**config.mk**
```make
export PLATFORM = sky130hd
export DESIGN_NAME = ram_arbiter_flat
export DESIGN_NICKNAME = d
export VERILOG_FILES = /design/src/rtl/ram_arb_pkg.sv /design/src/rtl/ram_arbiter_if.sv /design/src/rtl/ram_arbiter_rr.sv /design/src/rtl/ram_arbiter.sv /design/src/flat_wrapper.sv
export SDC_FILE = /design/constraint.sdc
export NUM_CORES = 1
export LEC_CHECK = 0
export BUFFER_PORTS_ARGS = -buffer_cell sky130_fd_sc_hd__buf_4
export CORE_ASPECT_RATIO = 0.6
export CORE_UTILIZATION = 25
export DETAILED_ROUTE_END_ITERATION = 10
export MAX_ROUTING_LAYER = met4
export PLACE_DENSITY = 0.47
export SYNTH_ARGS = -nofsm -noshare
export SYNTH_HDL_FRONTEND = slang
export SYNTH_HIERARCHICAL = 1
export SYNTH_SLANG_ARGS = --single-unit
```
**constraint.sdc**
```tcl
create_clock -name clock -period 1.85 [get_ports clock]
set_input_delay 0.185 -clock clock [delete_from_list [all_inputs] [get_ports clock]]
set_output_delay 0.185 -clock clock [all_outputs]
set_load 0.05 [all_outputs]
```
**src/rtl/ram_arb_pkg.sv**
```systemverilog
// Shared types for the two-port RAM front end: FSM states, port owner encoding,
// and the wait-state counter width helper.
package ram_arb_pkg;

   typedef enum logic [1:0] {
      IDLE     = 2'd0,
      ACCESS   = 2'd1,
      COMPLETE = 2'd2
   } state_t;

   typedef enum logic {
      PORT0 = 1'b0,
      PORT1 = 1'b1
   } owner_t;

   // Counter must hold WAIT_CYCLES; never narrower than one bit.
   function automatic int cnt_width(input int wait_cycles);
      return (wait_cycles < 1) ? 1 : $clog2(wait_cycles + 1);
   endfunction

endpackage

```
**src/rtl/ram_arbiter_if.sv**
```systemverilog
// Request/response bundle between the two requesters (CPU MAR/MDR path, I/O loader)
// and the RAM arbiter. master = requester side, slave = arbiter side.
interface ram_arbiter_if #(
   parameter int ADDR_W = 9,
   parameter int DATA_W = 32
);

   logic              req0_valid;
   logic              req0_write;
   logic [ADDR_W-1:0] req0_addr;
   logic [DATA_W-1:0] req0_wdata;
   logic              req0_grant;
   logic              req0_done;

   logic              req1_valid;
   logic              req1_write;
   logic [ADDR_W-1:0] req1_addr;
   logic [DATA_W-1:0] req1_wdata;
   logic              req1_grant;
   logic              req1_done;

   logic [DATA_W-1:0] rdata;

   modport master (
      output req0_valid, req0_write, req0_addr, req0_wdata,
      output req1_valid, req1_write, req1_addr, req1_wdata,
      input  req0_grant, req0_done, req1_grant, req1_done,
      input  rdata
   );

   modport slave (
      input  req0_valid, req0_write, req0_addr, req0_wdata,
      input  req1_valid, req1_write, req1_addr, req1_wdata,
      output req0_grant, req0_done, req1_grant, req1_done,
      output rdata
   );

endinterface

```
**src/rtl/ram_arbiter_rr.sv**
```systemverilog
// Combinational two-way round-robin picker: a lone request always wins, a tie goes
// to the port that did not win last.
module rr_arbiter_2
   import ram_arb_pkg::*;
(
   input  logic   valid0,
   input  logic   valid1,
   input  owner_t last_owner,
   output logic   any_valid,
   output owner_t winner
);

   always_comb begin
      any_valid = valid0 | valid1;
      winner    = PORT0;
      if (valid0 && valid1) begin
         winner = (last_owner == PORT0) ? PORT1 : PORT0;
      end else if (valid1) begin
         winner = PORT1;
      end
   end

endmodule

```
**src/rtl/ram_arbiter.sv**
```systemverilog
// Two-port front end for the 512x32 async-read data RAM: round-robin arbitration,
// strobe sequencing with WAIT_CYCLES wait states. Optional write protect: RAM_ARB_WPROT_EN.
module ram_arbiter
   import ram_arb_pkg::*;
#(
   parameter int ADDR_W      = 9,
   parameter int DATA_W      = 32,
   parameter int WAIT_CYCLES = 1
`ifdef RAM_ARB_WPROT_EN
   ,
   parameter logic [ADDR_W-1:0] WPROT_LIMIT = 9'h080
`endif
) (
   input  logic              clock,
   input  logic              clear,
   ram_arbiter_if.slave      bus,
   output logic              ram_read,
   output logic              ram_write,
   output logic [ADDR_W-1:0] ram_address,
   output logic [DATA_W-1:0] ram_wdata,
   input  logic [DATA_W-1:0] ram_rdata,
   output logic              busy,
   output logic              wp_fault
);

   localparam int             CNT_W    = cnt_width(WAIT_CYCLES);
   localparam logic [CNT_W-1:0] CNT_INIT = CNT_W'(WAIT_CYCLES);

   state_t            state;
   state_t            state_nxt;
   owner_t            owner_q;
   owner_t            last_owner;
   owner_t            winner;
   logic              any_valid;
   logic              write_q;
   logic [ADDR_W-1:0] addr_q;
   logic [DATA_W-1:0] wdata_q;
   logic [CNT_W-1:0]  cnt;
   logic [DATA_W-1:0] rdata_q;
   logic              sel_write;
   logic [ADDR_W-1:0] sel_addr;
   logic [DATA_W-1:0] sel_wdata;
   logic              wp_block;
   logic              in_access;
   logic              first_cycle;

   rr_arbiter_2 u_rr (
      .valid0     (bus.req0_valid),
      .valid1     (bus.req1_valid),
      .last_owner (last_owner),
      .any_valid  (any_valid),
      .winner     (winner)
   );

   always_comb begin
      sel_write = bus.req0_write;
      sel_addr  = bus.req0_addr;
      sel_wdata = bus.req0_wdata;
      if (winner == PORT1) begin
         sel_write = bus.req1_write;
         sel_addr  = bus.req1_addr;
         sel_wdata = bus.req1_wdata;
      end
   end

`ifdef RAM_ARB_WPROT_EN
   assign wp_block = write_q && (addr_q < WPROT_LIMIT);
`else
   assign wp_block = 1'b0;
`endif

   always_ff @(posedge clock or negedge clear) begin
      if (!clear) begin
         state <= IDLE;
      end else begin
         state <= state_nxt;
      end
   end

   // Strobes and pulses decode straight from state so an async clear removes them at once.
   always_comb begin
      state_nxt       = state;
      in_access       = (state == ACCESS);
      first_cycle     = in_access && (cnt == CNT_INIT);
      bus.req0_grant  = 1'b0;
      bus.req1_grant  = 1'b0;
      bus.req0_done   = 1'b0;
      bus.req1_done   = 1'b0;
      ram_read        = 1'b0;
      ram_write       = 1'b0;
      wp_fault        = 1'b0;
      busy            = (state != IDLE);
      case (state)
         IDLE: begin
            if (any_valid) state_nxt = ACCESS;
         end
         ACCESS: begin
            bus.req0_grant = first_cycle && (owner_q == PORT0);
            bus.req1_grant = first_cycle && (owner_q == PORT1);
            ram_read       = !write_q;
            ram_write      = write_q && !wp_block;
            if (cnt == '0) state_nxt = COMPLETE;
         end
         COMPLETE: begin
            bus.req0_done = (owner_q == PORT0);
            bus.req1_done = (owner_q == PORT1);
            wp_fault      = wp_block;
            state_nxt     = IDLE;
         end
         default: state_nxt = IDLE;
      endcase
   end

   always_ff @(posedge clock or negedge clear) begin
      if (!clear) begin
         owner_q    <= PORT0;
         last_owner <= PORT1;
         write_q    <= 1'b0;
         addr_q     <= '0;
         wdata_q    <= '0;
         cnt        <= '0;
         rdata_q    <= '0;
      end else begin
         if (state == IDLE && any_valid) begin
            owner_q    <= winner;
            last_owner <= winner;
            write_q    <= sel_write;
            addr_q     <= sel_addr;
            wdata_q    <= sel_wdata;
            cnt        <= CNT_INIT;
         end
         if (state == ACCESS) begin
            if (cnt != '0) begin
               cnt <= cnt - CNT_W'(1);
            end else if (!write_q) begin
               rdata_q <= ram_rdata;
            end
         end
      end
   end

   assign ram_address = addr_q;
   assign ram_wdata   = wdata_q;
   assign bus.rdata   = rdata_q;

endmodule

```
**src/flat_wrapper.sv**
```systemverilog
// flat-port wrapper written by rule: the top's interface ports become plain ports
module ram_arbiter_flat import ram_arb_pkg::*;
#(
   parameter int ADDR_W      = 9,
   parameter int DATA_W      = 32,
   parameter int WAIT_CYCLES = 1

)
  (clock, clear, ram_read, ram_write, ram_address, ram_wdata, ram_rdata, busy, wp_fault, bus_req0_valid, bus_req0_write, bus_req0_addr, bus_req0_wdata, bus_req1_valid, bus_req1_write, bus_req1_addr, bus_req1_wdata, bus_req0_grant, bus_req0_done, bus_req1_grant, bus_req1_done, bus_rdata);
  ram_arbiter_if #(.ADDR_W(ADDR_W), .DATA_W(DATA_W)) bus_i ();
  input  logic clock;
  input  logic clear;
  output logic ram_read;
  output logic ram_write;
  output logic [ADDR_W-1:0] ram_address;
  output logic [DATA_W-1:0] ram_wdata;
  input  logic [DATA_W-1:0] ram_rdata;
  output logic busy;
  output logic wp_fault;
  input wire logic [$bits(bus_i.req0_valid)-1:0] bus_req0_valid;
  input wire logic [$bits(bus_i.req0_write)-1:0] bus_req0_write;
  input wire logic [$bits(bus_i.req0_addr)-1:0] bus_req0_addr;
  input wire logic [$bits(bus_i.req0_wdata)-1:0] bus_req0_wdata;
  input wire logic [$bits(bus_i.req1_valid)-1:0] bus_req1_valid;
  input wire logic [$bits(bus_i.req1_write)-1:0] bus_req1_write;
  input wire logic [$bits(bus_i.req1_addr)-1:0] bus_req1_addr;
  input wire logic [$bits(bus_i.req1_wdata)-1:0] bus_req1_wdata;
  output wire logic [$bits(bus_i.req0_grant)-1:0] bus_req0_grant;
  output wire logic [$bits(bus_i.req0_done)-1:0] bus_req0_done;
  output wire logic [$bits(bus_i.req1_grant)-1:0] bus_req1_grant;
  output wire logic [$bits(bus_i.req1_done)-1:0] bus_req1_done;
  output wire logic [$bits(bus_i.rdata)-1:0] bus_rdata;
  assign bus_i.req0_valid = bus_req0_valid;
  assign bus_i.req0_write = bus_req0_write;
  assign bus_i.req0_addr = bus_req0_addr;
  assign bus_i.req0_wdata = bus_req0_wdata;
  assign bus_i.req1_valid = bus_req1_valid;
  assign bus_i.req1_write = bus_req1_write;
  assign bus_i.req1_addr = bus_req1_addr;
  assign bus_i.req1_wdata = bus_req1_wdata;
  assign bus_req0_grant = bus_i.req0_grant;
  assign bus_req0_done = bus_i.req0_done;
  assign bus_req1_grant = bus_i.req1_grant;
  assign bus_req1_done = bus_i.req1_done;
  assign bus_rdata = bus_i.rdata;
  ram_arbiter #(.ADDR_W(ADDR_W), .DATA_W(DATA_W), .WAIT_CYCLES(WAIT_CYCLES)) u_core (.clock(clock), .clear(clear), .bus(bus_i), .ram_read(ram_read), .ram_write(ram_write), .ram_address(ram_address), .ram_wdata(ram_wdata), .ram_rdata(ram_rdata), .busy(busy), .wp_fault(wp_fault));
endmodule
```
Word level (Yosys, flattened, before mapping). Index checks and enable logic that the tools add are counted.

Register bits: 79. Input port bits: 120. Output and inout port bits: 81. Word-level logic and storage cells: 45.

$add $sub $neg: 1. Equality and inequality tests: 4. Mux-type cells: 18. Bitwise gates (word level): 4. Reduce and logical (&&, ||, !) cells: 10.

Operators with widths (number): 32-bit 2-to-1 mux (1); 1-bit 2-to-1 mux (13); 9-bit 2-to-1 mux (1); 1-bit logical AND (5); 2-bit 2-to-1 mux (2); 2-bit one-hot mux with 2 select lines (1); 1-bit NOT (3); 3-bit AND reduction (1); 2-bit by 1-bit equality test with 1-bit output, second input constant (1); 2-bit equality test, second input constant (1); 2-bit zero test (1); 2-bit by 1-bit inequality test with 1-bit output, second input constant (1); 2-bit inequality test, second input constant (1); 2-bit AND reduction (1); 2-bit nonzero test (1); 1-bit zero test (1); 1-bit bitwise OR (1); 1-bit subtractor, second input constant (1).

Logic depth before layout (Yosys ltp).
Depth after elaboration: 5. Gate-level depth with buffers: 5. Gate-level depth less buffers: 3.

Hierarchy. Netlist, hierarchy kept.

Modules (own cells, without submodules): ram_arbiter (instances 1, cells an instance 229, area an instance 3572.2 um2, sequential area each 1978.1 um2); rr_arbiter_2 (instances 1, cells an instance 2, area an instance 13.8 um2, sequential area each 0.0 um2).

Worst setup path after synthesis. Ideal clock, no wire load.

Kind: flip-flop to output port. From: register u_core.state[1]. To: output bus_req0_grant. Data arrival time: 1.829 ns. Required time: 1.665 ns. Path slack: -0.164 ns. Stages on the path, launching flop included: 4. Path buffers: 1. Path through: dfrtp_1 > buf_6 > nand2b_1 > nor3b_1.

Word-level cells in the longest chain between the ends: 4.

Ends and longest elaborated chain: start: declaration (RTL line ram_arbiter.sv:29) `state_t state;`; start signal: assignment (RTL line ram_arbiter.sv:76) `state <= state_nxt;`; 2-bit by 1-bit equality test with 1-bit output * (RTL line ram_arbiter.sv:83, ram_arbiter.sv:93); 1-bit logical AND (RTL line ram_arbiter.sv:84) `first_cycle = in_access && (cnt == CNT_INIT);`; 1-bit logical AND (RTL line ram_arbiter.sv:98) `bus.req0_grant = first_cycle && (owner_q == PORT0);`; 1-bit 2-to-1 mux * (RTL line ram_arbiter.sv:93) `case (state)`; end: declaration (RTL line flat_wrapper.sv:28) `output wire logic [$bits(bus_i.req0_grant)-1:0] bus_req0_grant;`.

Every way passes the cells marked *; elsewhere a longest branch is shown, timed or not.

Final worst setup path. Same ends and word-level chain as after synthesis.

==> results.yml <==
global_routing:
  first_global_vias: 2691
  grt_use_total_pct: 13.1
  gr-total-overflow: 0
  grt_max_degree: 41
  antenna_found_initial: 0
  grt_pass1_wl_um: 14100
placement:
  place_congestion: 0.671
  port_buffers: 199
  hpwl_um: 6820
  placed_area_mm2: 0.00531
drt:
  wl_per_cell_um: 14.5
  routed_wl_um: 9150
  detail-route-antenna-nets: 0
  routed_via_density: 4.14
  firstDrtPassIters: 3
  num_vias: 2610
  drc: 0
  drtIter0Drc: 61
sta:
  setup_violations: 0
  max_slew_margin_pct: 66.1
  fin_tns_setup_ps: 0
  fmax_mhz: 592
  fin_crit_sh_pct: 91.4
  hold_violations: 0
  post-route-min-period_ps: 1690
  drv_slew: 0
  worstMarginPinSlew_ps: 509
  skew_ps: 9.24
  grt_setup_unrepaired: "no"
worst_setup_path:
  r2r-end: "u_core/bus.rdata[4]$_DFFE_PN0P_"
  crit_fanout: 9
  worstSetupStartpointType: "register"
  crit_start: "u_core/state[1]$_DFFE_PN0P_"
  reg2reg_slack_ps: 250
  worst_r2r_path_depth: 3
  crit_type: "reg2out"
  crit_arrival_ps: 1510
  crit_path_end_kind: "output pin"
  r2r_start: "u_core/state[1]$_DFFE_PN0P_"
  cp.required_ps: 1660
layout:
  n_antenna_cell: 0
  seqCellArea_mm2: 0.00198
  area_growth_pct: 55.8
  fill_cells: 1331
  stdcell_area_mm2: 0.00559
  layout-drive-gt1-share_pct: 78.1
  final_nets: 554
  multi_input_comb_area_mm2: 0.00150
floorplanning:
  initial_core_util_pct: 25.9
  core_area_mm2: 0.0138
  num_rows: 33
  die_h_um: 94.8
  die_w_um: 157
  ioPinCount: 201
  die_area_mm2: 0.0148
cts:
  clkSinkCount: 79
  ctsHtreeMaxLevel: 3
  post_cts_buffers: 0
  clk_pin_slew_ps: 60
  ctsResizeCount: 0
  cts_tree: "done"
  cts_inserted_buffers: 9
  insertion_delay_ps: 340
  clock_path_buffers: 2
  cts-root-buf: "clkbuf_16"
synth:
  syn-cell-area_mm2: 0.00359
  yosys.area.top_type_share_pct: 54.4
  synth.ff_latch_count: 79
  synthTopCellsByCount: "mux2_2 (116), dfrtp_1 (78), buf_6 (8)"
  syn_inst: 231
  synth_cell_types: 23
  yosysTopAreaCell: "dfrtp_1"
  synth_edf_count: 0
  synthTopCellsByArea: "dfrtp_1 (54%), mux2_2 (36%), buf_6 (2.5%)"
  synthArstFlopShare_pct: 100
  ys.flop_type: "dfrtp_1"
  syn_nets: 351
  yosysMostFrequentCell: "mux2_2"
  yosysSeqAreaShare_pct: 55.2
  avgSynthCellArea_um2: 15.5
  yosys_warnings: 6
status:
  status: "finished, final reports clean"
flow_run:
  max_cap_violations: 0
hold_path:
  min_path_cells: 2
  worstHoldEndpoint: "u_core/bus.rdata[5]$_DFFE_PN0P_"
  min_from: "ram_rdata[5]"
  min_path_type: "in2reg"
power_and_ir_drop:
  powerDensity_mw_per_mm2: 2080
  finalPower_mw: 11.6
  p_leak_nw: 2.59
  vdd_drop_max_mv: 0.834
where the power goes:
part	total, mW	leakage, nW	switching, mW	internal, mW
Combinational	6.86	1.54	4.31	2.55
Clock	1.62	0.124	0.716	0.901
Sequential	3.17	0.928	0.532	2.64
Total	11.6	2.59	5.56	6.09
area by class of cell:
type                       instances  area share (%)
timing repair buffer             207            28.8
sequential                        79            35.4
clock inverter                     6           0.672
clock buffer                      10            4.10
tap                              192            4.30
multi-input combinational        137            26.8
through the flow:
stage                     utilization (%)  setup slack [ps]  instances  hold WS [ps]
final                                40.4               160        631          65.0
after CTS                            40.4               147        631          54.3
after floorplan                         -              14.2        231          -111
after global placement               38.4               288        614           183
after global routing                 40.4              99.5        631          52.5
after detailed placement             38.4               250        614           188
cells by family (layout without fill, tap and decap cells):
logic type / count (synthesis) / in the layout / synth area share (%)
compound gates: 2 / 2 / 0.419
buf+inv: 15 / 223 / 3.59
flops: 79 / 79 / 55.2
mux: 119 / 119 / 37.3
other cells: 1 / 1 / 0.105
simple gates: 15 / 15 / 3.38
cell usage in the layout (no fill, tap or decap), types with 2 or more instances in the layout:
cell and n:
buf_4 202, mux2_1 2, nor2_1 3, dfrtp_1 78, nor2b_1 2, buf_12 4
clkbuf_16 9, clkinvlp_4 3, mux2_2 116, clkinv_2 3
routing by layer:
metal | global-route usage (%) | vias to the layer above | routed length (um)
li1 | - | 1233 | -
met1 | 16.1 | 1240 | 4120
met2 | 18.4 | 129 | 3820
met3 | 7.21 | 8 | 1130
met4 | 3.43 | 0 | 78
met5 | - | - | 0
registers in the layout, summed over array words and instances, names as in the netlist:
name	cells
u_core/ram_wdata	32
u_core/cnt	1
u_core/bus.rdata	32
u_core/owner_q	1
u_core/state	2
u_core/write_q	1
u_core/ram_address	9
u_core/last_owner	1
worst max-delay path, cell delays in order (launching register included):
cell and delay [ps]:
dfrtp_1 490, nand2b_1 270, nor3b_2 180, buf_4 230
how the worst max path moves through the flow:
stage	to	slack, ps	depth (start not counted)
detailed placement	u_core/bus.rdata[7]$_DFFE_PN0P_	250	3
finish	bus_req0_grant	160	3
CTS	bus_req0_grant	150	3
global placement	u_core/ram_wdata[13]$_DFFE_PN0P_	290	4
global route	bus_req0_grant	100	3
floorplan	bus_req0_done	10	2
repair_timing:
action,in CTS,in global routing
setup endpoints to repair,0,0
hold endpoints to repair,34,0
hold buffers,1,0
Note: power is estimated with default switching activity, not from simulation.
